File: src/rtl/frame_bus_arbiter_if.sv
// Wishbone classic bus bundle for the frame-buffer arbiter.
// master = the side that initiates cycles, slave = the side that answers them.
interface frame_bus_arbiter_if #(
    parameter int ADDRESS_WIDTH = 16,
    parameter int DATA_WIDTH    = 8,
    parameter int DATA_BYTES    = 1
);
    logic [ADDRESS_WIDTH-1:0] adr;
    logic [DATA_WIDTH-1:0]    dat_w;
    logic [DATA_WIDTH-1:0]    dat_r;
    logic                     we;
    logic [DATA_BYTES-1:0]    sel;
    logic                     stb;
    logic                     cyc;
    logic [2:0]               cti;
    logic                     ack;
    logic                     err;

    modport master (output adr, dat_w, we, sel, stb, cyc, cti, input dat_r, ack, err);
    modport slave  (input adr, dat_w, we, sel, stb, cyc, cti, output dat_r, ack, err);
endinterface

File: src/rtl/frame_bus_arbiter.sv
// Two-master round-robin Wishbone arbiter for the shared frame-buffer RAM port.
// Optional stall timeout is enabled by defining FRAME_BUS_ARB_TIMEOUT_EN.
module frame_bus_arbiter #(
    parameter int ADDRESS_WIDTH = 16,
    parameter int DATA_WIDTH    = 8,
    parameter int DATA_BYTES    = 1,
    parameter int MAX_WAIT      = 8
) (
    input  logic                  clk_i,
    input  logic                  rst_i,
    frame_bus_arbiter_if.slave    m0,
    frame_bus_arbiter_if.slave    m1,
    frame_bus_arbiter_if.master   s,
    output logic [1:0]            grant_o
);
    typedef enum logic [1:0] {IDLE, OWN0, OWN1} state_t;

    state_t                   r_state;
    logic                     r_last_owner;
    logic [1:0]               r_grant;
    logic                     w_own0;
    logic                     w_own1;
    logic                     w_timeout;
    logic [ADDRESS_WIDTH-1:0] w_adr;
    logic [DATA_WIDTH-1:0]    w_dat;
    logic                     w_we;
    logic [DATA_BYTES-1:0]    w_sel;
    logic                     w_stb;
    logic                     w_cyc;
    logic [2:0]               w_cti;

    assign w_own0 = (r_state == OWN0);
    assign w_own1 = (r_state == OWN1);

`ifdef FRAME_BUS_ARB_TIMEOUT_EN
    localparam int WAIT_W = $clog2(MAX_WAIT + 1);
    logic [WAIT_W-1:0] r_wait;
    logic              w_stall;

    assign w_stall   = ((w_own0 & m0.stb) | (w_own1 & m1.stb)) & ~s.ack;
    // Fires on the MAX_WAIT-th consecutive stalled cycle, not one after.
    assign w_timeout = w_stall & (r_wait == WAIT_W'(MAX_WAIT - 1));

    always_ff @(posedge clk_i) begin
        if (rst_i || r_state == IDLE || s.ack) begin
            r_wait <= '0;
        end else if (w_stall) begin
            r_wait <= r_wait + WAIT_W'(1);
        end
    end
`else
    // No timeout: the grant is held for as long as the owner keeps cyc high.
    assign w_timeout = (MAX_WAIT < 0);
`endif

    always_ff @(posedge clk_i) begin
        if (rst_i) begin
            r_state      <= IDLE;
            r_last_owner <= 1'b1;
            r_grant      <= 2'b00;
        end else begin
            case (r_state)
                IDLE: begin
                    if (m0.cyc && (!m1.cyc || r_last_owner)) begin
                        r_state <= OWN0;
                        r_grant <= 2'b01;
                    end else if (m1.cyc) begin
                        r_state <= OWN1;
                        r_grant <= 2'b10;
                    end
                end
                OWN0: begin
                    if (!m0.cyc || w_timeout) begin
                        r_state      <= IDLE;
                        r_grant      <= 2'b00;
                        r_last_owner <= 1'b0;
                    end
                end
                OWN1: begin
                    if (!m1.cyc || w_timeout) begin
                        r_state      <= IDLE;
                        r_grant      <= 2'b00;
                        r_last_owner <= 1'b1;
                    end
                end
                default: begin
                    r_state <= IDLE;
                    r_grant <= 2'b00;
                end
            endcase
        end
    end

    assign grant_o = r_grant;

    always_comb begin
        w_adr = '0;
        w_dat = '0;
        w_we  = 1'b0;
        w_sel = '0;
        w_stb = 1'b0;
        w_cyc = 1'b0;
        w_cti = 3'b000;
        if (w_own0) begin
            w_adr = m0.adr;
            w_dat = m0.dat_w;
            w_we  = m0.we;
            w_sel = m0.sel;
            w_stb = m0.stb;
            w_cyc = m0.cyc;
            w_cti = m0.cti;
        end else if (w_own1) begin
            w_adr = m1.adr;
            w_dat = m1.dat_w;
            w_we  = m1.we;
            w_sel = m1.sel;
            w_stb = m1.stb;
            w_cyc = m1.cyc;
            w_cti = m1.cti;
        end
        if (w_timeout) begin
            w_cyc = 1'b0;
            w_stb = 1'b0;
        end
    end

    assign s.adr   = w_adr;
    assign s.dat_w = w_dat;
    assign s.we    = w_we;
    assign s.sel   = w_sel;
    assign s.stb   = w_stb;
    assign s.cyc   = w_cyc;
    assign s.cti   = w_cti;

    // Read data fans out to both; only the owner's ack qualifies it.
    assign m0.dat_r = s.dat_r;
    assign m1.dat_r = s.dat_r;
    assign m0.ack   = w_own0 & m0.cyc & s.ack & ~w_timeout;
    assign m1.ack   = w_own1 & m1.cyc & s.ack & ~w_timeout;
    assign m0.err   = w_own0 & w_timeout;
    assign m1.err   = w_own1 & w_timeout;
endmodule

File: src/flat_wrapper.sv
// flat-port wrapper written by rule: the top's interface ports become plain ports
module frame_bus_arbiter_flat 
#(
    parameter int ADDRESS_WIDTH = 16,
    parameter int DATA_WIDTH    = 8,
    parameter int DATA_BYTES    = 1,
    parameter int MAX_WAIT      = 8
)
  (clk_i, rst_i, grant_o, m0_adr, m0_dat_w, m0_we, m0_sel, m0_stb, m0_cyc, m0_cti, m0_dat_r, m0_ack, m0_err, m1_adr, m1_dat_w, m1_we, m1_sel, m1_stb, m1_cyc, m1_cti, m1_dat_r, m1_ack, m1_err, s_adr, s_dat_w, s_we, s_sel, s_stb, s_cyc, s_cti, s_dat_r, s_ack, s_err);
  frame_bus_arbiter_if #(.ADDRESS_WIDTH(ADDRESS_WIDTH), .DATA_WIDTH(DATA_WIDTH), .DATA_BYTES(DATA_BYTES)) m0_i ();
  frame_bus_arbiter_if #(.ADDRESS_WIDTH(ADDRESS_WIDTH), .DATA_WIDTH(DATA_WIDTH), .DATA_BYTES(DATA_BYTES)) m1_i ();
  frame_bus_arbiter_if #(.ADDRESS_WIDTH(ADDRESS_WIDTH), .DATA_WIDTH(DATA_WIDTH), .DATA_BYTES(DATA_BYTES)) s_i ();
  input  logic clk_i;
  input  logic rst_i;
  output logic [1:0] grant_o;
  input wire logic [$bits(m0_i.adr)-1:0] m0_adr;
  input wire logic [$bits(m0_i.dat_w)-1:0] m0_dat_w;
  input wire logic [$bits(m0_i.we)-1:0] m0_we;
  input wire logic [$bits(m0_i.sel)-1:0] m0_sel;
  input wire logic [$bits(m0_i.stb)-1:0] m0_stb;
  input wire logic [$bits(m0_i.cyc)-1:0] m0_cyc;
  input wire logic [$bits(m0_i.cti)-1:0] m0_cti;
  output wire logic [$bits(m0_i.dat_r)-1:0] m0_dat_r;
  output wire logic [$bits(m0_i.ack)-1:0] m0_ack;
  output wire logic [$bits(m0_i.err)-1:0] m0_err;
  input wire logic [$bits(m1_i.adr)-1:0] m1_adr;
  input wire logic [$bits(m1_i.dat_w)-1:0] m1_dat_w;
  input wire logic [$bits(m1_i.we)-1:0] m1_we;
  input wire logic [$bits(m1_i.sel)-1:0] m1_sel;
  input wire logic [$bits(m1_i.stb)-1:0] m1_stb;
  input wire logic [$bits(m1_i.cyc)-1:0] m1_cyc;
  input wire logic [$bits(m1_i.cti)-1:0] m1_cti;
  output wire logic [$bits(m1_i.dat_r)-1:0] m1_dat_r;
  output wire logic [$bits(m1_i.ack)-1:0] m1_ack;
  output wire logic [$bits(m1_i.err)-1:0] m1_err;
  output wire logic [$bits(s_i.adr)-1:0] s_adr;
  output wire logic [$bits(s_i.dat_w)-1:0] s_dat_w;
  output wire logic [$bits(s_i.we)-1:0] s_we;
  output wire logic [$bits(s_i.sel)-1:0] s_sel;
  output wire logic [$bits(s_i.stb)-1:0] s_stb;
  output wire logic [$bits(s_i.cyc)-1:0] s_cyc;
  output wire logic [$bits(s_i.cti)-1:0] s_cti;
  input wire logic [$bits(s_i.dat_r)-1:0] s_dat_r;
  input wire logic [$bits(s_i.ack)-1:0] s_ack;
  input wire logic [$bits(s_i.err)-1:0] s_err;
  assign m0_i.adr = m0_adr;
  assign m0_i.dat_w = m0_dat_w;
  assign m0_i.we = m0_we;
  assign m0_i.sel = m0_sel;
  assign m0_i.stb = m0_stb;
  assign m0_i.cyc = m0_cyc;
  assign m0_i.cti = m0_cti;
  assign m0_dat_r = m0_i.dat_r;
  assign m0_ack = m0_i.ack;
  assign m0_err = m0_i.err;
  assign m1_i.adr = m1_adr;
  assign m1_i.dat_w = m1_dat_w;
  assign m1_i.we = m1_we;
  assign m1_i.sel = m1_sel;
  assign m1_i.stb = m1_stb;
  assign m1_i.cyc = m1_cyc;
  assign m1_i.cti = m1_cti;
  assign m1_dat_r = m1_i.dat_r;
  assign m1_ack = m1_i.ack;
  assign m1_err = m1_i.err;
  assign s_adr = s_i.adr;
  assign s_dat_w = s_i.dat_w;
  assign s_we = s_i.we;
  assign s_sel = s_i.sel;
  assign s_stb = s_i.stb;
  assign s_cyc = s_i.cyc;
  assign s_cti = s_i.cti;
  assign s_i.dat_r = s_dat_r;
  assign s_i.ack = s_ack;
  assign s_i.err = s_err;
  frame_bus_arbiter #(.ADDRESS_WIDTH(ADDRESS_WIDTH), .DATA_WIDTH(DATA_WIDTH), .DATA_BYTES(DATA_BYTES), .MAX_WAIT(MAX_WAIT)) u_core (.clk_i(clk_i), .rst_i(rst_i), .m0(m0_i), .m1(m1_i), .s(s_i), .grant_o(grant_o));
endmodule
File: config.mk
export PLATFORM = sky130hd
export DESIGN_NAME = frame_bus_arbiter_flat
export DESIGN_NICKNAME = d
export VERILOG_FILES = /design/src/rtl/frame_bus_arbiter_if.sv /design/src/rtl/frame_bus_arbiter.sv /design/src/flat_wrapper.sv
export SDC_FILE = /design/constraint.sdc
export NUM_CORES = 1
export LEC_CHECK = 0
export CELL_PAD_IN_SITES_DETAIL_PLACEMENT = 1
export CELL_PAD_IN_SITES_GLOBAL_PLACEMENT = 2
export CORE_MARGIN = 10
export CORE_UTILIZATION = 10
export DETAILED_ROUTE_END_ITERATION = 6
export PLACE_DENSITY = 0.95
export SYNTH_ARGS = -nofsm -noshare
export SYNTH_HDL_FRONTEND = slang
export SYNTH_SLANG_ARGS = --single-unit
export TNS_END_PERCENT = 30
File: constraint.sdc
create_clock -name clk_i -period 1.1 [get_ports clk_i]
set_clock_uncertainty 0.05 [all_clocks]
set_input_delay 0.165 -clock clk_i [delete_from_list [all_inputs] [get_ports clk_i]]
set_output_delay 0.165 -clock clk_i [all_outputs]
set_load 0.02 [all_outputs]
Word level (Yosys, flattened, before mapping)
Cells that the tools add are included.
{ "totals": {"ff_bits": 3, "in_bits": 74, "out_inout_bits": 53, "word_cells": 40} }
{ "op_classes": {"eq_ne": 5, "muxes": 22, "bitwise_logic": 4, "n_reduce_logical": 7} }
{ "ops": {"columns": ["operator", "n"], "rows": [
  ["$mux 16", 2],
  ["$mux 8", 2],
  ["$mux 1", 10],
  ["$mux 2", 4],
  ["$mux 3", 2],
  ["$pmux 2 s3", 1],
  ["$reduce_and 3->1", 2],
  ["$and 1x1->1", 4],
  ["$ne 2x2->1 const B", 2],
  ["$ne 3x2->1 const B", 1],
  ["$eq 2x1->1 const B", 1],
  ["$eq 2x2->1 const B", 1],
  ["$logic_not 2->1", 1],
  ["$pmux 1 s2", 1],
  ["$reduce_bool 2->1", 1],
  ["$logic_and 1x1->1", 1],
  ["$logic_not 1->1", 1],
  ["$logic_or 1x1->1", 1]
]} }

Depth between registers and ports, before layout
Gate-level depths: netlist of the first run.
{ "logic_depth": {"ltp_word": 5, "mapped_depth": 4, "mapped_depth_nobuf": 2} }

Worst setup path before layout of the first run
No wires, ideal clock.
{ "synth_timing": {"path_kind": "register -> output", "from": "register u_core.r_state[1]", "to": "output s_adr[0]", "arrival_time_ns": 1.151, "required_time_ns": 0.885, "slack_ns": -0.266, "path_stages_with_launch": 5, "cell_sequence": "dfxtp_1 > nor2b_2 > buf_6 > buf_6 > a22o_1"} }
{ "synth_via": {"elab_chain_cells": 3, "elab_cells_between_ends": 4, "cone_classes": "2 x eq/ne; 2 x mux"} }
{ "synth_rtl": {"columns": ["item", "line", "text"], "rows": [
  ["start, declared", "frame_bus_arbiter.sv:18", "state_t r_state;"],
  ["start signal, assigned", "frame_bus_arbiter.sv:58", "r_state <= IDLE;"],
  ["start signal, assigned", "frame_bus_arbiter.sv:65", "r_state <= OWN0;"],
  ["start signal, assigned", "frame_bus_arbiter.sv:68", "r_state <= OWN1;"],
  ["$eq 2x2->1", "frame_bus_arbiter.sv:33", "assign w_own1 = (r_state == OWN1);"],
  ["$mux 16", "frame_bus_arbiter.sv:112", "end else if (w_own1) begin"],
  ["$mux 16 (*)", "frame_bus_arbiter.sv:104", "if (w_own0) begin"],
  ["end, declared", "flat_wrapper.sv:36", "output wire logic [$bits(s_i.adr)-1:0] s_adr;"]
]} }
Mark *: on every way between the ends. The rest lies on a longest branch, timed or not.

Final worst setup path of the first run
{ "layout_timing": {"from": "register u_core.r_state[1]", "to": "output s_adr[10]"} }
The elaborated chain is that of the path after synthesis.

==> flow_summary_export.csv, run 1 <==
group,metric,value,unit
outcome,status,"complete, but fails checks",
outcome,violations,"setup timing",
min_path,worstHoldPathCells,0,
setup_path,endpoint_kind,"output pin",
yosys,synth_cell_types,17,
final_layout,register_area,67.56,um2
power_and_ir_drop,p_leak,0.0008159,uW
die,die-area,9757,um2
cts,root_buffer,"clkbuf_8",
die,start_util,10.42,%
final_layout,fin_nets,242,
flow_run,drv_cap,0,
placed_design,dpl.hpwl,3419,um
route,wire_per_inst,17.16,um
cts,cts_buffer_depth,2,
final_layout,area_delta_synth_final,207.5,%
sta,fmax,654.6,MHz
route,drt_iter0_markers,12,
yosys,ys_warn_count,0,
yosys,synth_seq_cells,3,
setup_path,rr_startpoint,"u_core.r_state[1]$_SDFFE_PP0P_",
placed_design,io_buffers,99,
setup_path,cp.arrival,1.31,ns
placed_design,placed_cell_area,1670,um2
sta,fin_ws,-0.4276,ns
setup_path,cp.required,0.88,ns
grt,grt_max_degree,15,
min_path,hold_path_class,"input pin to output pin",
grt,grt_pass1_wl,6251,um
route,ant_nets,0,
setup_path,critPathMaxFanout,9,
min_path,hold_path_end,"m0_dat_r[3]",
placed_design,dp_slack,-0.7477,ns
route,wirelength,4152,um
route,drc,0,
final_layout,multi_input_area,426.7,um2
final_layout,final_area,1908,um2
yosys,avgSynthCellArea,8.501,um2
min_path,hp-start,"s_dat_r[3]",
grt,antenna_found_initial,0,
final_layout,drive_above_1_share,37.72,%
sta,final_hold_viol_count,0,
die,ioPinCount,127,
sta,drv_slew,0,
die,die_x,98.78,um
cts,ctsHtreeMaxLevel,1,
power_and_ir_drop,cellPowerDensity,651.5,nW/um2
setup_path,startpoint_type,"register",
grt,grt_usage,7.823,%
yosys,ys_seq_area_share,9.677,%
setup_path,rrSetupSlack,-0.23,ns
cts,clock_sinks,3,
die,fp-row-count,28,
yosys,syn-cell-area,620.6,um2
cts,cts_tree,"built",
cts,path_clk_slew,0.03,ns
setup_path,ff2ff_path_depth,5,
sta,finalSetupViolations,35,
grt,grt_pass1_vias,1132,
die,core,5956,um2
power_and_ir_drop,ir_drop,0.6387,mV
sta,min_period,1.528,ns
route,num_vias,975,
placed_design,gp_congestion,0.6142,
route,firstDrtPassIters,3,
final_layout,n_antenna_cell,0,
cts,clkLatencyLatePin,0.21,ns
yosys,syn_inst,73,
route,vias_per_cell,4.029,
setup_path,crit_type,"register to output pin",
sta,layout_worst_path_cycle_share,138.9,%
grt,grt_overflow,0,
cts,cts_hold_buf,0,
setup_path,timing.rr.end,"u_core.r_last_owner$_SDFFE_PP1P_",
cts,cts_made_buffers,3,
sta,grt_setup_unrepaired,"true",
power_and_ir_drop,total_power,1243,uW
die,die_h,98.78,um
final_layout,nFillCells,691,
logic make-up after synthesis:
kind of cell           count (synthesis)  share of synthesized area [%]
AND/OR/NAND/NOR                        7                          7.258
other                                  1                         0.6043
flip-flops                             3                          9.678
AO/OA/AOI/OAI                         35                          49.80
buffers and inverters                 27                          32.66
how the worst max path moves through the flow:
stage / endpoint / cells past startpoint / start / slack [ns]
floorplan: s_adr[0] / 4 / u_core.r_state[1]$_SDFFE_PP0P_ / -0.14
global placement: m0_ack / 4 / m0_cyc / -0.73
detailed placement: m0_ack / 4 / m0_cyc / -0.75
CTS: s_cti[0] / 4 / u_core.r_state[1]$_SDFFE_PP0P_ / -0.45
global route: s_cti[0] / 4 / u_core.r_state[1]$_SDFFE_PP0P_ / -0.48
finish: s_adr[10] / 5 / u_core.r_state[1]$_SDFFE_PP0P_ / -0.43
per-layer routing:
layer	global-route usage (%)	part of all wire, %	up-vias
li1	-	-	454
met3	3.701	11	7
met1	8.397	36	451
met5	0	0	-
met2	13.43	52	63
met4	2.095	1.5	0
sequential cells by signal, summed over array words and instances, names as in the netlist:
signal / cells
u_core.r_last_owner: 1
u_core.r_state: 2
final cells by class:
| type | count | share of cell area [%] |
|---|---|---|
| clock buffers | 4 | 2.361 |
| inverters | 2 | 0.3934 |
| flip-flops and latches | 3 | 3.541 |
| repair buffers | 114 | 66.43 |
| well taps | 75 | 4.918 |
| multi-input cells | 44 | 22.36 |
cell usage after synthesis:
library cell	number	area share [%]
a22o_1	31	44
buf_4	18	22
buf_6	4	7.3
buf_2	3	2.4
dfxtp_1	3	9.7
and2b_1	2	2.4
inv_1	2	1.2
a2111o_1	1	1.8
a2111oi_0	1	1.4
and3_1	1	1.0
conb_1	1	0.60
nand2_1	1	0.60
nor2b_1	1	1.0
nor2b_2	1	1.4
nor3_1	1	0.81
o21a_1	1	1.2
o311a_1	1	1.6
power by group:
part / switching, uW / total (uW) / internal [uW] / leakage [uW]
Sequential: 7.51 / 121 / 114 / 0.0000260
Combinational: 304 / 810 / 506 / 0.000767
Clock: 65.5 / 312 / 247 / 0.0000228
per-stage QoR:
step / utilization (%) / instances / setup TNS [ns] / hold WS (ns)
final: 32.04 / 242 / -13.14 / 0.2800
after global routing: 32.04 / 242 / -14.81 / 0.2800
after CTS: 31.58 / 242 / -13.69 / 0.2802
after detailed placement: 28.05 / 232 / -23.05 / 0.2802
after global placement: 28.05 / 232 / -22.47 / 0.2802
after floorplan: - / 74 / -4.250 / 0.1877
layout by cell type (no fill, tap or decap), types with 3 or more instances in the layout:
| cell type | n |
|---|---|
| buf_16 | 3 |
| buf_6 | 35 |
| a22o_4 | 3 |
| a22o_1 | 28 |
| buf_12 | 5 |
| buf_4 | 7 |
| clkdlybuf4s50_1 | 62 |
| clkbuf_8 | 3 |
worst max-delay path: stages (launching register included):
cell and delay [ns]:
dfxtp_4 0.34, nor2b_4 0.13, buf_6 0.12, buf_12 0.13, a22o_4 0.24, buf_6 0.13
what timing repair did:
action,in CTS,in global routing
pin swaps,27,6
buffers inserted,3,0
setup endpoints to repair,37,36
resized for setup,211,9
cloned,3,0
Note: power is estimated with default switching activity, not from simulation.
==> run 2, diff against run 1 <==
--- a/config.mk
+++ b/config.mk
@@ -7,7 +7,7 @@
 export LEC_CHECK = 0
 export CELL_PAD_IN_SITES_DETAIL_PLACEMENT = 1
 export CELL_PAD_IN_SITES_GLOBAL_PLACEMENT = 2
-export CORE_MARGIN = 10
+export CORE_MARGIN = 4
 export CORE_UTILIZATION = 10
 export DETAILED_ROUTE_END_ITERATION = 6
 export PLACE_DENSITY = 0.95
==> flow_summary_export.csv, run 2 (same netlist as run 1, synthesis figures left out) <==
group,metric,value,unit
final_layout,n_antenna_cell,0,
die,core,5956,um2
route,ant_nets,0,
final_layout,post-route-util,30.63,%
placed_design,gp_congestion,0.6695,
final_layout,area_delta_synth_final,194.0,%
route,drt_iter0_markers,25,
cts,cts_tree,"built",
route,wirelength,3743,um
cts,clkLatencyLatePin,0.22,ns
flow_run,drv_cap,0,
die,die_h,86.78,um
grt,grt_pass1_wl,5561,um
route,num_vias,945,
grt,antenna_found_initial,0,
cts,root_buffer,"clkbuf_8",
route,wire_per_inst,15.79,um
sta,fmax,659.7,MHz
final_layout,mostFrequentLayoutCell,"clkdlybuf4s50_1",
die,start_util,10.42,%
route,vias_per_cell,3.987,
cts,path_clk_slew,0.03,ns
power_and_ir_drop,cellPowerDensity,669.2,nW/um2
final_layout,drive_above_1_share,36.42,%
grt,grt_usage,9.638,%
setup_path,cpPeakStageDelay,0.33,ns
cts,cts_buffer_depth,2,
route,firstDrtPassIters,4,
cts,cts_made_buffers,3,
cts,ctsHtreeMaxLevel,1,
placed_design,io_buffers,99,
min_path,hold_path_class,"input pin to output pin",
power_and_ir_drop,total_power,1221,uW
final_layout,largest_registers,"u_core.r_state: 2 flops, u_core.r_last_owner: 1 flops",
final_layout,final_cell_mix,"62 x clkdlybuf4s50_1, 33 x buf_6, 28 x a22o_1",
sta,final_hold_viol_count,0,
grt,grt_overflow,0,
sta,finalSetupViolations,35,
grt,grt_pass1_vias,1073,
cts,clock_sinks,3,
setup_path,crit_type,"register to output pin",
sta,layout_worst_path_cycle_share,137.8,%
die,die-area,7530,um2
setup_path,critPathMaxFanout,13,
outcome,violations,"setup timing",
grt,grt_max_degree,18,
sta,drv_slew,0,
setup_path,cp.arrival,1.30,ns
setup_path,cp.required,0.88,ns
die,ioPinCount,127,
outcome,status,"complete, but fails checks",
setup_path,crit_path_top_delay_cell,"dfxtp_4",
placed_design,dpl.hpwl,2937,um
die,fp-row-count,28,
power_and_ir_drop,p_leak,0.0007816,uW
setup_path,cp_cell_sequence,"and2b_4 > buf_12 > a22o_1 > buf_6",
route,drc,0,
sta,grt_setup_unrepaired,"true",
sta,fin_ws,-0.4158,ns
final_layout,largest-register,"u_core.r_state",
power_and_ir_drop,ir_drop,0.4117,mV
setup_path,startpoint_type,"register",
sta,min_period,1.516,ns
setup_path,endpoint_kind,"output pin",
final_layout,fin_nets,237,
final_layout,largest_register_ffs,2,
setup_path,rrSetupSlack,-0.09,ns
die,die_x,86.78,um
-- run 2: changes by cell type in the layout (fill, tap and decap cells not counted) --
| cell | change |
|---|---|
| inv_2 | +1 |
| buf_16 | -2 |
| dlymetal6s2s_1 | +1 |
| inv_1 | -1 |
| buf_6 | -2 |
| dlygate4sd2_1 | -1 |
| buf_2 | +1 |
| buf_4 | -2 |
-- run 2: timing repair --
item,in CTS,in global routing
resized for setup,216,4
pin swaps,10,6
gates cloned,2,0
buffers inserted,1,0
setup endpoints to repair,37,38
hold buffers,0,0
-- run 2: metrics by stage --
step / setup TNS [ns] / cell area (um2) / setup WS (ns) / cells / hold WS (ns)
floorplan: -4.250 / 663.1 / -0.1381 / 74 / 0.1877
global placement: -21.95 / 1663 / -0.7171 / 231 / 0.2802
detailed placement: -22.79 / 1663 / -0.7801 / 231 / 0.2802
CTS: -13.41 / 1833 / -0.4401 / 238 / 0.2802
global route: -14.56 / 1824 / -0.4646 / 237 / 0.2801
finish: -12.57 / 1824 / -0.4158 / 237 / 0.2800
-- run 2: power by group --
part | switching [uW] | total (uW) | internal, uW | leakage, uW
registers | 6.83 | 120 | 114 | 0.0000260
clock network | 75.5 | 323 | 247 | 0.0000228
logic | 296 | 777 | 482 | 0.000733
-- run 2: critical path, delay by kind of cell, from the launching register on --
| kind | cells | cell delay [ns] |
|---|---|---|
| AO/OA/AOI/OAI | 1 | 0.15 |
| flip-flops | 1 | 0.33 |
| buffers and inverters | 2 | 0.27 |
| AND/OR/NAND/NOR | 1 | 0.32 |
-- run 2: path summary, 6_finish.rpt --
kind / depth (start not counted) / startpoint / to
max: 4 / u_core.r_state[1]$_SDFFE_PP0P_ / s_adr[12]
min: 0 / s_dat_r[1] / m0_dat_r[1]
max reg2reg: 3 / u_core.r_state[1]$_SDFFE_PP0P_ / u_core.r_last_owner$_SDFFE_PP1P_
min reg2reg: 1 / u_core.r_last_owner$_SDFFE_PP1P_ / u_core.r_state[1]$_SDFFE_PP0P_
-- run 2: layout make-up --
class / count / area [um2]
fill: 693 / 4131
tap: 75 / 93.84
sequential: 3 / 67.56
inverter: 2 / 7.507
multi-input combinational: 44 / 426.7
timing repair buffer: 109 / 1184
clock buffer: 4 / 45.04
-- run 2: per-layer routing --
metal	up-vias	wire, um	track usage, %
met5	-	0	0
met4	0	40	3.258
met3	6	348	2.662
met2	49	2110	18.64
met1	447	1243	9.796
li1	443	-	-
==> run 3, diff against run 2 <==
--- a/config.mk
+++ b/config.mk
@@ -10,6 +10,7 @@
 export CORE_MARGIN = 4
 export CORE_UTILIZATION = 10
 export DETAILED_ROUTE_END_ITERATION = 6
+export GPL_ROUTABILITY_DRIVEN = 0
 export PLACE_DENSITY = 0.95
 export SYNTH_ARGS = -nofsm -noshare
 export SYNTH_HDL_FRONTEND = slang
==> results of run 3 <==
Final layout, timing and power as in run 2 (identical DEF).
